==> config.mk <==
export PLATFORM = sky130hd
export DESIGN_NAME = ysyx_22050710_dsram_axi_bridge
export DESIGN_NICKNAME = d
export VERILOG_FILES = /design/src/rtl/ysyx_22050710_dsram_axi_bridge_pkg.sv /design/src/rtl/ysyx_22050710_dsram_axi_bridge.sv
export SDC_FILE = /design/constraint.sdc
export NUM_CORES = 1
export LEC_CHECK = 0
export BUFFER_PORTS_ARGS = -buffer_cell sky130_fd_sc_hd__buf_4
export CELL_PAD_IN_SITES_DETAIL_PLACEMENT = 1
export CELL_PAD_IN_SITES_GLOBAL_PLACEMENT = 2
export CORE_AREA = 2 2 170 172
export CTS_BUF_LIST = sky130_fd_sc_hd__clkbuf_8
export CTS_CLUSTER_SIZE = 12
export DETAILED_ROUTE_END_ITERATION = 10
export DIE_AREA = 0 0 172 174
export PLACE_DENSITY_LB_ADDON = 0.1
export SLEW_MARGIN = 20
export SYNTH_ARGS = -nofsm -noshare
export SYNTH_HDL_FRONTEND = slang
export SYNTH_SLANG_ARGS = --single-unit
export TNS_END_PERCENT = 5
==> constraint.sdc <==
create_clock -name i_clk -period 1.72 [get_ports i_clk]
set_input_delay 0.172 -clock i_clk [delete_from_list [all_inputs] [get_ports i_clk]]
set_output_delay 0.172 -clock i_clk [all_outputs]
set_load 0.005 [all_outputs]
==> src/rtl/ysyx_22050710_dsram_axi_bridge_pkg.sv <==
`default_nettype none
// ============================================================================
// Module   : ysyx_22050710_dsram_axi_bridge_pkg
// Brief    : Shared FSM encodings, AXI response codes and size mapping helper
// Revision : 1.0
// ============================================================================
package ysyx_22050710_dsram_axi_bridge_pkg;

   typedef enum logic [2:0] {
      IDLE    = 3'd0,
      RD_ADDR = 3'd1,
      RD_DATA = 3'd2,
      WR_REQ  = 3'd3,
      WR_RESP = 3'd4
   } state_e;

   localparam logic [1:0] c_resp_okay   = 2'b00;
   localparam logic [1:0] c_resp_slverr = 2'b10;

   function automatic logic [2:0] size_to_axsize(input logic [1:0] size);
      return {1'b0, size};
   endfunction

endpackage
`default_nettype wire

==> src/rtl/ysyx_22050710_dsram_axi_bridge.sv <==
`default_nettype none
// ============================================================================
// Module   : ysyx_22050710_dsram_axi_bridge
// Brief    : SRAM-like data port to single-outstanding AXI4-lite master bridge.
//            Optional response error output: YSYX_22050710_DBRIDGE_RESP_ERR_EN
// Revision : 1.0
// ============================================================================
module ysyx_22050710_dsram_axi_bridge #(
   parameter int SRAM_ADDR_WD  = 32,
   parameter int SRAM_DATA_WD  = 64,
   parameter int SRAM_WMASK_WD = 8
) (
   input  logic                     i_clk,
   input  logic                     i_rst,
   input  logic                     i_req,
   input  logic                     i_wr,
   input  logic [1:0]               i_size,
   input  logic [SRAM_ADDR_WD-1:0]  i_addr,
   input  logic [SRAM_WMASK_WD-1:0] i_wstrb,
   input  logic [SRAM_DATA_WD-1:0]  i_wdata,
   output logic                     o_addr_ok,
   output logic                     o_data_ok,
   output logic [SRAM_DATA_WD-1:0]  o_rdata,
`ifdef YSYX_22050710_DBRIDGE_RESP_ERR_EN
   output logic                     o_data_err,
`endif
   output logic                     o_arvalid,
   input  logic                     i_arready,
   output logic [SRAM_ADDR_WD-1:0]  o_araddr,
   output logic [2:0]               o_arsize,
   input  logic                     i_rvalid,
   output logic                     o_rready,
   input  logic [SRAM_DATA_WD-1:0]  i_rdata,
   input  logic [1:0]               i_rresp,
   output logic                     o_awvalid,
   input  logic                     i_awready,
   output logic [SRAM_ADDR_WD-1:0]  o_awaddr,
   output logic [2:0]               o_awsize,
   output logic                     o_wvalid,
   input  logic                     i_wready,
   output logic [SRAM_DATA_WD-1:0]  o_wdata,
   output logic [SRAM_WMASK_WD-1:0] o_wstrb,
   input  logic                     i_bvalid,
   output logic                     o_bready,
   input  logic [1:0]               i_bresp
);
   import ysyx_22050710_dsram_axi_bridge_pkg::*;

   state_e                   r_state;
   state_e                   w_state_next;
   logic [1:0]               r_size;
   logic [SRAM_ADDR_WD-1:0]  r_addr;
   logic [SRAM_DATA_WD-1:0]  r_wdata;
   logic [SRAM_WMASK_WD-1:0] r_wstrb;
   logic                     r_aw_done;
   logic                     r_w_done;
   logic                     r_data_ok;
   logic [SRAM_DATA_WD-1:0]  r_rdata;

   logic w_aw_hs;
   logic w_w_hs;
   logic w_r_hs;
   logic w_b_hs;

   assign o_addr_ok = (r_state == IDLE) & i_req;

   // Every AXI-facing value comes from the latched request, never from i_*.
   assign o_arvalid = (r_state == RD_ADDR);
   assign o_rready  = (r_state == RD_DATA);
   assign o_awvalid = (r_state == WR_REQ) & ~r_aw_done;
   assign o_wvalid  = (r_state == WR_REQ) & ~r_w_done;
   assign o_bready  = (r_state == WR_RESP);
   assign o_araddr  = r_addr;
   assign o_awaddr  = r_addr;
   assign o_arsize  = size_to_axsize(r_size);
   assign o_awsize  = size_to_axsize(r_size);
   assign o_wdata   = r_wdata;
   assign o_wstrb   = r_wstrb;
   assign o_data_ok = r_data_ok;
   assign o_rdata   = r_rdata;

   assign w_aw_hs = o_awvalid & i_awready;
   assign w_w_hs  = o_wvalid  & i_wready;
   assign w_r_hs  = o_rready  & i_rvalid;
   assign w_b_hs  = o_bready  & i_bvalid;

   always_ff @(posedge i_clk or negedge i_rst) begin
      if (!i_rst) begin
         r_state <= IDLE;
      end else begin
         r_state <= w_state_next;
      end
   end

   always_comb begin
      w_state_next = r_state;
      case (r_state)
         IDLE: begin
            if (i_req) begin
               w_state_next = i_wr ? WR_REQ : RD_ADDR;
            end
         end
         RD_ADDR: begin
            if (i_arready) begin
               w_state_next = RD_DATA;
            end
         end
         RD_DATA: begin
            if (i_rvalid) begin
               w_state_next = IDLE;
            end
         end
         WR_REQ: begin
            if ((r_aw_done | w_aw_hs) & (r_w_done | w_w_hs)) begin
               w_state_next = WR_RESP;
            end
         end
         WR_RESP: begin
            if (i_bvalid) begin
               w_state_next = IDLE;
            end
         end
         default: begin
            w_state_next = IDLE;
         end
      endcase
   end

   always_ff @(posedge i_clk or negedge i_rst) begin
      if (!i_rst) begin
         r_size  <= 2'd0;
         r_addr  <= '0;
         r_wdata <= '0;
         r_wstrb <= '0;
      end else if (o_addr_ok) begin
         r_size  <= i_size;
         r_addr  <= i_addr;
         r_wdata <= i_wdata;
         r_wstrb <= i_wstrb;
      end
   end

   // Sent flags only live inside WR_REQ; they clear as soon as the phase ends.
   always_ff @(posedge i_clk or negedge i_rst) begin
      if (!i_rst) begin
         r_aw_done <= 1'b0;
         r_w_done  <= 1'b0;
      end else if ((r_state != WR_REQ) || (w_state_next != WR_REQ)) begin
         r_aw_done <= 1'b0;
         r_w_done  <= 1'b0;
      end else begin
         if (w_aw_hs) begin
            r_aw_done <= 1'b1;
         end
         if (w_w_hs) begin
            r_w_done <= 1'b1;
         end
      end
   end

   always_ff @(posedge i_clk or negedge i_rst) begin
      if (!i_rst) begin
         r_data_ok <= 1'b0;
         r_rdata   <= '0;
      end else begin
         r_data_ok <= w_r_hs | w_b_hs;
         if (w_r_hs) begin
            r_rdata <= i_rdata;
         end
      end
   end

`ifdef YSYX_22050710_DBRIDGE_RESP_ERR_EN
   logic r_data_err;

   always_ff @(posedge i_clk or negedge i_rst) begin
      if (!i_rst) begin
         r_data_err <= 1'b0;
      end else begin
         r_data_err <= (w_r_hs & (i_rresp != c_resp_okay)) |
                       (w_b_hs & (i_bresp != c_resp_okay));
      end
   end

   assign o_data_err = r_data_err;
`else
   logic w_unused_resp;
   assign w_unused_resp = ^{i_rresp, i_bresp};
`endif

endmodule
`default_nettype wire

==> results of run 1 <==
## cells in the mapped netlist, drive strengths merged
cell type,n,area share
buf,56,0.057
nand2,1,0.00054
a21o,3,0.0033
a21oi,2,0.0015
nand3b,1,0.0011
o211ai,1,0.0011
nor3b,1,0.0011
nand2b,5,0.0056
inv,1,0.00054
conb,1,0.00054
nor3,2,0.0031
nor2,6,0.0033
nand3,1,0.00073
o22ai,1,0.00091
nor4,1,0.00091
mux2,170,0.28
or2,1,0.00091
o21ai,2,0.0015
dfrtp,176,0.64
## cell type report
cell class | instances | share of cell area
clock buffer | 17 | 0.0188
inverter | 1 | 0.000302
multi-input combinational | 200 | 0.172
timing repair buffer | 587 | 0.403
sequential | 176 | 0.355
tap | 384 | 0.0387
clock inverter | 12 | 0.0129
## critical path, stage by stage (launching register included)
cell,delay (ns)
dfrtp_1,0.41
nand2b_4,0.16
nor3_4,0.15
buf_6,0.14
buf_12,0.13
buf_6,0.10
## per-layer routing
layer  vias up  GRT usage
li1       2555          -
met1      2763      0.177
met2       235      0.279
met3        13     0.0453
met4         0     0.0448
met5         -          0
## stage by stage
step           TNS [ns]  setup slack [ns]  std cells
2_1_floorplan         0            0.0846        433
3_3_place_gp          0             0.108       1168
3_5_place_dp          0            0.0734       1168
4_1_cts          -0.168           -0.0623       1376
5_1_grt          -0.248           -0.0817       1377
6_report              0            0.0194       1377
## worst max path at each step
stage | start | end | cells past startpoint
floorplan | r_state[0] | o_araddr[0] | 6
global placement | r_state[0] | o_araddr[7] | 5
detailed placement | r_state[0] | o_araddr[7] | 5
CTS | r_state[0] | o_wvalid | 5
global route | r_state[0] | o_addr_ok | 5
finish | r_state[0] | o_addr_ok | 5
## where the power goes
part / total, mW / switching, mW / leakage [nW] / internal [mW]
Combinational: 8.88 / 3.09 / 3.51 / 5.79
Sequential: 7.51 / 1.27 / 2.08 / 6.24
Clock: 2.99 / 1.56 / 0.187 / 1.43
## logic make-up (layout without fill, tap and decap cells)
kind of cell / after synthesis / in the layout / synth area share
buf+inv: 57 / 617 / 0.0575
compound gates: 9 / 9 / 0.00817
simple gates: 19 / 19 / 0.0172
mux: 170 / 170 / 0.278
other cells: 1 / 2 / 0.000544
flops: 176 / 176 / 0.639
## what timing repair did
action                                 4_1_cts  5_1_grt
setup buffers                                4        1
pin swaps                                    0        1
endpoints found under the hold margin      280        0
setup endpoints to repair                    4       36
hold buffers                               174        0
gates resized for setup                      8        5
gates cloned                                 1        0
## sequential cells by signal, summed over array words and instances, names as in the netlist
register and cells:
r_state 3, o_wdata 64, r_aw_done 1, r_size 2, o_wstrb 8, o_data_ok 1
r_w_done 1, o_araddr 32, o_rdata 64
==> summary.md, run 1 <==
| Metric | Value |
|---|---|
| Power Dens Cells | 1560 nW/µm² |
| Tcrit/Tclk final | 0.989 |
| Most common cell after layout, fill and taps aside | buf_4 |
| Antenna cell count | 0 |
| Worst skew pair latency | 0.45 ns |
| Crit path launch type | register |
| Highest routed layer | met4 |
| Area delta synth->final | 80.2% |
| Pleak | 5.78 nW |
| GP Congestion | 0.729 |
| Ys Warns | 0 |
| # IOs | 396 |
| Nets | 1166 |
| RSZ-0062 raised after global routing | true |
| Core area | 28200 µm² |
| Critical Path RT | 1.55 ns |
| Fin Hold WS | 0.100 ns |
| Mean routed wirelength per cell | 16.8 µm |
| HPWL after detailed placement | 16.8 mm |
| Post-Route M1 WL | 8.87 mm |
| Die height | 174 µm |
| Die width | 172 µm |
| Total iterations of the first detailed-routing run | 3 |
| Maximum vdd drop | 0.000639 V |
| CTS Buf Count | 17 |
| First-pass GRT wire length | 36.0 mm |
| Final ANT Viol Nets | 0 |
| Slew Viols, Final | 0 |
| DRC Markers | 0 |
| Worst reg2reg setup slack | 0.06 ns |
| Buffers on Ports | 389 |
| Min cycle time layout | 1.70 ns |
| CTS root buf | clkbuf_8 |
| WP data arrival | 1.53 ns |
| Finish-stage setup viols | 0 |
| WL met3 | 1.90 mm |
| Clock sink total | 176 |
| Min-delay src | i_arready |
| Filler cell count | 2981 |
| Crit-path max FO | 11 |
| Crit end category | output pin |
| Clock skew | 0.0122 ns |
| Max Clk Rate | 0.588 GHz |
| Clk slew on worst S/H paths | 0.09 ns |
| WS Path Type | register to output pin |
| R2R depth | 5 |
| Worst hold path class | input port to register |
| Mapped cell area | 6890 µm² |
| DRT Wirelength | 23.2 mm |
| Avg Cell Area, Syn | 16.0 µm² |
| Vias in the first global route | 6299 |
| Met2 routed WL | 12.1 mm |
| CTS tree | done |
| Area occupied by multi-input gates | 2130 µm² |
| Post-layout util | 0.440 |
| Reg-to-Reg Start | r_state[0] |
| Synthesized flop and latch total | 176 |
| Layout cells sized above 1 | 0.588 |
| Via density | 4.04 |
| WHS Endpoint | r_state[1] |
| Placed Area | 10200 µm² |
| Register area share after synthesis | 0.639 |
| Final-report hold violation count | 0 |
| Num rows | 62 |
| RR Endpoint | o_rdata[45] |
| Initial antenna violation count | 0 |
| Max_cap viols | 0 |
| Largest net degree at the start of global routing | 39 |
| Yosys cell types | 23 |
| Most frequent cells in the layout | buf_4, dlygate4sd3_1, dfrtp_1, mux2_2, mux2_1 |
| Final Cell Area | 12400 µm² |
| WHS Path Cells | 4 |
| Status | completed |
| Total Routing Usage GR | 0.155 |
| Die area | 29900 µm² |
| Initial core utilization | 0.244 |
| Via count | 5566 |
| Iteration-0 DRC Markers | 154 |
| Reg area | 4410 µm² |
| Post-Syn Instances | 432 |
| H-tree depth | 4 |
| Clock buffer depth | 2 |
| Grt ovf | 0 |
| Final Power | 19.4 mW |
Power figures use the tool's default switching activity.
==> run 2, diff against run 1 <==
--- a/config.mk
+++ b/config.mk
@@ -8,11 +8,11 @@
 export BUFFER_PORTS_ARGS = -buffer_cell sky130_fd_sc_hd__buf_4
 export CELL_PAD_IN_SITES_DETAIL_PLACEMENT = 1
 export CELL_PAD_IN_SITES_GLOBAL_PLACEMENT = 2
-export CORE_AREA = 2 2 170 172
+export CORE_AREA = 2 2 160 162
 export CTS_BUF_LIST = sky130_fd_sc_hd__clkbuf_8
 export CTS_CLUSTER_SIZE = 12
 export DETAILED_ROUTE_END_ITERATION = 10
-export DIE_AREA = 0 0 172 174
+export DIE_AREA = 0 0 162 164
 export PLACE_DENSITY_LB_ADDON = 0.1
 export SLEW_MARGIN = 20
 export SYNTH_ARGS = -nofsm -noshare
==> constraint.sdc (replaced) <==
create_clock -name i_clk -period 1.8 [get_ports i_clk]
set_input_delay 0.18 -clock i_clk [delete_from_list [all_inputs] [get_ports i_clk]]
set_output_delay 0.18 -clock i_clk [all_outputs]
set_load 0.005 [all_outputs]
==> summary.md, run 2 (same netlist as run 1, synthesis figures left out) <==
| Metric | Value |
|---|---|
| Most common cell after layout, fill and taps aside | buf_4 |
| Die area | 26600 µm² (-11%) |
| Status | finished with violations |
| Internal power | 12.9 mW (-4.5%) |
| Num rows | 58 (-6.5%) |
| Grt ovf | 0 (unchanged) |
| Crit end category | register |
| Clock buffer depth | 2 (unchanged) |
| WP data arrival | 2.14 ns (+0.61 ns) |
| Max_cap viols | 0 (unchanged) |
| Iteration-0 DRC Markers | 101 (-34%) |
| Vias in the first global route | 6423 (+2.0%) |
| DRC Markers | 0 (unchanged) |
| Maximum vdd drop | 0.000587 V (-8.2%) |
| First-pass GRT wire length | 36.3 mm (+0.88%) |
| Final Non-Filler Cells | 1328 (-3.6%) |
| Buffers on Ports | 389 (unchanged) |
| Tcrit/Tclk final | 1.00 |
| CP max stage delay | 0.44 ns (+0.03 ns) |
| # IOs | 396 (unchanged) |
| Clock skew | 0.0220 ns (+0.00975 ns) |
| Worst hold path class | input port to register |
| Core area | 24800 µm² (-12%) |
| Total Routing Usage GR | 0.179 (+0.0237) |
| Sw Ratio | 0.312 (+0.00630) |
| GP Congestion | 0.753 (+3.3%) |
| Crit path launch type | register |
| HPWL after detailed placement | 16.6 mm (-0.90%) |
| Headroom to the max-slew limit | 0.652 |
| Largest net degree at the start of global routing | 49 (+26%) |
| RSZ-0062 raised after global routing | true |
| Pleak | 5.84 nW (+1.1%) |
| Final ANT Viol Nets | 0 (unchanged) |
| Worst skew pair latency | 0.46 ns (about the same) |
| Max Clk Rate | 0.554 GHz |
| Slew Viols, Final | 0 (unchanged) |
| Net Sw Power | 5.82 mW (-1.6%) |
| Die width | 162 µm (-5.8%) |
| Worst-path cell chain | nand2b_4 > nor3_4 > buf_12 > buf_6 > buf_12 > mux2_2 |
| Initial core utilization | 0.278 (+0.0336) |
| GR Layer Usage met2 | 0.326 (+0.0475) |
| Setup slack after layout | -0.00396 ns (-0.0234 ns) |
| Busiest grt layer | met2 |
| Min cycle time layout | 1.80 ns |
| Clk pwr share | 0.148 (-0.006) |
| DRT Wirelength | 23.9 mm (+3.1%) |
| Nets | 1168 (+0.17%) |
| Final-report hold violation count | 0 (unchanged) |
| Finish-stage setup viols | 3 (+3) |
| Cells after DPL | 1112 (-4.8%) |
| Layout cells sized above 1 | 0.590 (+0.00165) |
| CTS root buf | clkbuf_8 |
| Area delta synth->final | 80.1% (about the same) |
| Die height | 164 µm (-5.7%) |
| Crit-path most repeated cell | buf_12 |
| Clk slew on worst S/H paths | 0.09 ns (about the same) |
| Post-layout util | 0.500 (+0.0604) |
| Total iterations of the first detailed-routing run | 4 (+1) |
| Final Power | 18.7 mW (-3.6%) |
| Pre-CTS setup slack | 0.0239 ns (-0.0495 ns) |
| CTS tree | done |
| Via count | 5653 (+1.6%) |
| Via density | 4.26 (+5.3%) |
| Combinational share of power | 0.466 (+0.008) |
| Failing checks | setup timing |
| Critical Path RT | 2.14 ns (+0.59 ns) |
| Most frequent cells in the layout | buf_4, dlygate4sd3_1, dfrtp_1, mux2_2, mux2_1 |
| Mean routed wirelength per cell | 18.0 µm (+6.9%) |
| Crit-path max FO | 21 (+10) |
| H-tree depth | 4 (unchanged) |
| Met3 Track Usage GR | 0.0556 (+0.0102) |
| Fin Hold WS | 0.117 ns (+0.0164 ns) |
| WS Path Type | register to register |
| Power Dens Cells | 1500 nW/µm² (-3.6%) |
| Met1 global-route usage | 0.196 (+0.0183) |
| CTS Buf Count | 17 (unchanged) |
| Worst-margin pin slew | 0.522 ns |
| Clock sink total | 176 (unchanged) |
| Reg power frac | 0.387 (about the same) |
| Slowest-stage cell, CP | dfrtp_2 |
| Initial antenna violation count | 1 (+1) |
[run 2: changes by cell type in the layout (fill, tap and decap cells not counted), sizes merged]
cell	previous run	this run
bufinv	3	2
clkinvlp	4	2
inv	5	7
clkinv	1	4
clkbuf	17	19
diode	0	1
[run 2: power by group through the flow]
| stage | Clock, mW | Sequential (mW) | Combinational [mW] |
|---|---|---|---|
| after floorplan | 0 | 7.20 | 3.38 |
| after global placement | 0 | 7.12 | 7.94 |
| after detailed placement | 0 | 7.26 | 8.10 |
| after CTS | 2.89 | 7.20 | 8.61 |
| after global routing | 3.01 | 7.53 | 9.36 |
| final | 2.76 | 7.22 | 8.70 |
[run 2: stage by stage]
stage	setup TNS, ns	area (µm²)
after floorplan	0	6900
after global placement	0	10100
after detailed placement	0	10100
after CTS	-0.235	12300
after global routing	-2.20	12400
final	-0.00767	12400
[run 2: final timing paths]
kind	startpoint	endpoint	slack [ns]	depth (start not counted)
min	i_arready	r_state[1]	0.12	4
max in group asynchronous	i_rst	o_araddr[19]	0.89	3
min reg2reg	o_wdata[49]	o_wdata[49]	0.49	1
min in group asynchronous	i_rst	o_araddr[0]	0.23	2
max	r_state[0]	o_araddr[12]	-0.004	6
max reg2reg	r_state[0]	o_araddr[12]	-0.004	6
[run 2: per-layer routing]
metal / up-vias / part of all wire
li1: 2558 / -
met1: 2812 / 0.37
met2: 251 / 0.53
met3: 32 / 0.078
met4: 0 / 0.023
met5: - / 0
[run 2: layout make-up]
| type | count | area [µm²] |
|---|---|---|
| antenna | 1 | 2.50 |
| clock buffer | 17 | 234 |
| tap | 330 | 413 |
| sequential | 176 | 4410 |
| clock inverter | 14 | 141 |
| fill | 2535 | 12400 |
| inverter | 1 | 3.75 |
| multi-input combinational | 200 | 2150 |
| timing repair buffer | 589 | 5060 |
[run 2: repair_timing]
item / CTS / global route
setup buffers: 7 / 0
pin swaps: 1 / 0
gates cloned: 1 / 2
hold buffers: 174 / 0
gates resized for setup: 11 / 14
endpoints found under the hold margin: 216 / 0
setup endpoints to repair: 4 / 93
[run 2: worst max-delay path: cells and delay by family, from the launching register on]
kind / cells / cell delay [ns]
buffers and inverters: 3 / 0.51
DFF: 1 / 0.44
muxes: 1 / 0.35
and+or+nand+nor: 2 / 0.39
==> run 3, diff against run 2 <==
--- a/config.mk
+++ b/config.mk
@@ -5,14 +5,15 @@
 export SDC_FILE = /design/constraint.sdc
 export NUM_CORES = 1
 export LEC_CHECK = 0
+export ABC_AREA = 1
 export BUFFER_PORTS_ARGS = -buffer_cell sky130_fd_sc_hd__buf_4
 export CELL_PAD_IN_SITES_DETAIL_PLACEMENT = 1
 export CELL_PAD_IN_SITES_GLOBAL_PLACEMENT = 2
-export CORE_AREA = 2 2 160 162
+export CORE_AREA = 2 2 167 169
 export CTS_BUF_LIST = sky130_fd_sc_hd__clkbuf_8
 export CTS_CLUSTER_SIZE = 12
 export DETAILED_ROUTE_END_ITERATION = 10
-export DIE_AREA = 0 0 162 164
+export DIE_AREA = 0 0 169 171
 export PLACE_DENSITY_LB_ADDON = 0.1
 export SLEW_MARGIN = 20
 export SYNTH_ARGS = -nofsm -noshare
==> constraint.sdc (replaced) <==
create_clock -name i_clk -period 2.3 [get_ports i_clk]
set_input_delay 0.23 -clock i_clk [delete_from_list [all_inputs] [get_ports i_clk]]
set_output_delay 0.23 -clock i_clk [all_outputs]
set_load 0.005 [all_outputs]
==> summary.md, run 3 <==
| Metric | Value |
|---|---|
| Post-synth EDFFs | 0 (unchanged) |
| Iteration-0 DRC Markers | 330 (+230%) |
| Post-synthesis xor/xnor area fraction | 0 (unchanged) |
| Via count | 7124 (+26%) |
| Worst skew pair latency | 0.46 ns (about the same) |
| Die width | 169 µm (+4.3%) |
| Clock skew | 0.0158 ns (-0.00617 ns) |
| Max Clk Rate | 0.495 GHz |
| Initial antenna violation count | 0 (-1) |
| Placed Area | 10200 µm² (+0.87%) |
| Post-synthesis adder-cell area fraction | 0 (unchanged) |
| DRT Wirelength | 27.0 mm (+13%) |
| Top-area cell type share of the netlist area | 0.612 (-0.0266) |
| Crit end category | output pin |
| Synthesized flop and latch total | 176 (unchanged) |
| # IOs | 396 (unchanged) |
| Clock buffer depth | 2 (unchanged) |
| Area delta synth->final | 70.8% |
| Pre-CTS setup slack | 0.537 ns (+0.513 ns) |
| Ys flop type | dfrtp_1 |
| Most frequent cells in the layout | nand2_1, buf_4, dfrtp_1, dlygate4sd3_1, nand3_1 |
| Post-Syn Instances | 812 (+88%) |
| Die area | 28900 µm² (+8.8%) |
| Clk slew on worst S/H paths | 0.10 ns (about the same) |
| Slowest-stage cell, CP | dfrtp_1 |
| Final ANT Viol Nets | 0 (unchanged) |
| Mapped cell area | 7190 µm² (+4.3%) |
| Setup Fix Bufs, Post-CTS | 0 (-7) |
| Reg area | 4400 µm² (about the same) |
| Total iterations of the first detailed-routing run | 6 (+2) |
| CP max stage delay | 0.42 ns (-0.02 ns) |
| Crit-path max FO | 14 (-33%) |
| Grt ovf | 0 (unchanged) |
| Worst-margin pin slew | 0.852 ns (+0.330 ns) |
| Critical Path RT | 2.07 ns (-0.07 ns) |
| Finish-stage setup viols | 0 (-3) |
| Worst hold path class | input port to register |
| Most frequent cells after synthesis | nand2_1, dfrtp_1, nand3_1 |
| Largest net degree at the start of global routing | 74 (+51%) |
| Async set or reset register ratio after synthesis | 1.00 (unchanged) |
| Final-report hold violation count | 0 (unchanged) |
| Worst-path cell chain | inv_2 > nand2_1 > nor2_4 > buf_4 > buf_4 |
| HPWL after detailed placement | 18.1 mm (+9.1%) |
| WS Path Type | register to output pin |
| Most common cell after layout, fill and taps aside | nand2_1 |
| Headroom to the max-slew limit | 0.432 (-0.220) |
| Power Dens Cells | 1120 nW/µm² (-25%) |
| Crit path launch type | register |
| RSZ-0062 raised after global routing | false |
| Synth Area in Simple Gates | 0.298 (+0.281) |
| WP buf/inv | 3 (unchanged) |
| Synth area leaders | dfrtp_1, nand2_1, nand3_1, buf_4, buf_6 |
| Avg Cell Area, Syn | 8.86 µm² (-44%) |
| CTS Buf Count | 17 (unchanged) |
| Mux contribution to synthesized area | 0 (-0.278) |
| Num rows | 61 (+5.2%) |
| CTS tree | done |
| GP Congestion | 0.710 (-5.7%) |
| WP data arrival | 1.79 ns (-0.35 ns) |
| Clock sink total | 176 (unchanged) |
| First-pass GRT wire length | 42.5 mm (+17%) |
| Initial core utilization | 0.263 (-0.0145) |
| Setup slack after layout | 0.281 ns (+0.285 ns) |
| Die height | 171 µm (+4.3%) |
| Pleak | 6.73 nW (+15%) |
| Final Power | 13.8 mW (-26%) |
| Nets | 1509 (+29%) |
| Core area | 27300 µm² (+10%) |
| Status | completed |
| Register area share after synthesis | 0.612 (-0.0266) |
| Synth Area in Compound Gates | 0.00139 (-0.00678) |
| Antenna cell count | 0 (-1) |
| Resized Gates After CTS | 0 (-11) |
| Vias in the first global route | 7567 (+18%) |
| Delay-heaviest family, CP | buffers and inverters |
| Total Routing Usage GR | 0.188 (+0.00885) |
| Area occupied by multi-input gates | 2190 µm² (+1.6%) |
| Crit-path most repeated cell | buf_4 |
| Setup TNS | 0 ns (+0.00767 ns) |
| Buffers on Ports | 389 (unchanged) |
| Mean routed wirelength per cell | 16.0 µm (-11%) |
| Maximum vdd drop | 0.000562 V (-4.1%) |
| Most frequent cell after synthesis | nand2_1 |
| Filler cell count | 3167 (+25%) |
| Final Cell Area | 12300 µm² (-1.0%) |
| Ys Warns | 0 (unchanged) |
| CTS root buf | clkbuf_8 |
| Yosys cell types | 16 (-30%) |
| Layout cells sized above 1 | 0.335 (-0.255) |
| Min cycle time layout | 2.02 ns |
| Slew Viols, Final | 0 (unchanged) |
| Largest family of logic cells by synthesized area | simple AND/OR/NAND/NOR gates |
| Tcrit/Tclk final | 0.878 |
| Via density | 4.23 (-0.68%) |
| H-tree depth | 4 (unchanged) |
| DRC Markers | 0 (unchanged) |
| Max_cap viols | 0 (unchanged) |
| Leading area contributor after synthesis | dfrtp_1 |
-- run 3: metal layers --
layer / part of all wire / GRT usage / vias up
met5: 0 / 0 / -
met4: 0.021 / 0.0572 / 0
met3: 0.073 / 0.0574 / 32
met2: 0.50 / 0.323 / 251
met1: 0.41 / 0.226 / 3363
li1: - / - / 3478
-- run 3: what timing repair did --
item,CTS,global route
endpoints found under the setup margin,0,0
hold buffers,172,0
hold endpoints to repair,219,0
-- run 3: worst paths after layout --
| path | from | to | slack, ns | cells after the start |
|---|---|---|---|---|
| worst min-delay path | i_arready | r_state[0] | 0.08 | 4 |
| worst max-delay path | r_state[2] | o_rready | 0.28 | 5 |
| worst min register to register | o_rdata[42] | o_rdata[42] | 0.47 | 2 |
| min in group asynchronous | i_rst | o_wdata[28] | 0.27 | 2 |
| worst max register to register | r_state[0] | o_araddr[26] | 0.49 | 5 |
| max in group asynchronous | i_rst | o_rdata[27] | 1.27 | 3 |
-- run 3: area by class of cell --
type / instances / area share
timing repair buffer: 574 / 0.391
sequential: 176 / 0.358
multi-input combinational: 542 / 0.178
tap: 346 / 0.0352
clock buffer: 19 / 0.0213
clock inverter: 13 / 0.0111
inverter: 15 / 0.00499
-- run 3: stage by stage --
step / hold slack, ns / utilization / std cells
6_report: 0.0802 / 0.450 / 1685
5_1_grt: 0.0588 / 0.450 / 1685
4_1_cts: 0.0329 / 0.450 / 1685
3_5_place_dp: 0.238 / 0.372 / 1481
3_3_place_gp: 0.239 / 0.372 / 1481
2_1_floorplan: -0.0656 / - / 813
-- run 3: cells by family after synthesis --
kind of cell           count (synthesis)
and+or+nand+nor                      538
DFF                                  176
other                                  1
buffers and inverters                 95
AOI/OAI and AO/OA                      2
-- run 3: worst min-delay path: stages --
cell and delay (ns):
buf_4 0.08, o21ai_0 0.09, inv_1 0.06, nand2_1 0.05
-- run 3: report_power, final --
group | switching [mW] | leakage, nW | internal, mW
clock network | 1.22 | 0.206 | 1.03
logic | 2.94 | 4.32 | 3.24
registers | 0.889 | 2.20 | 4.51
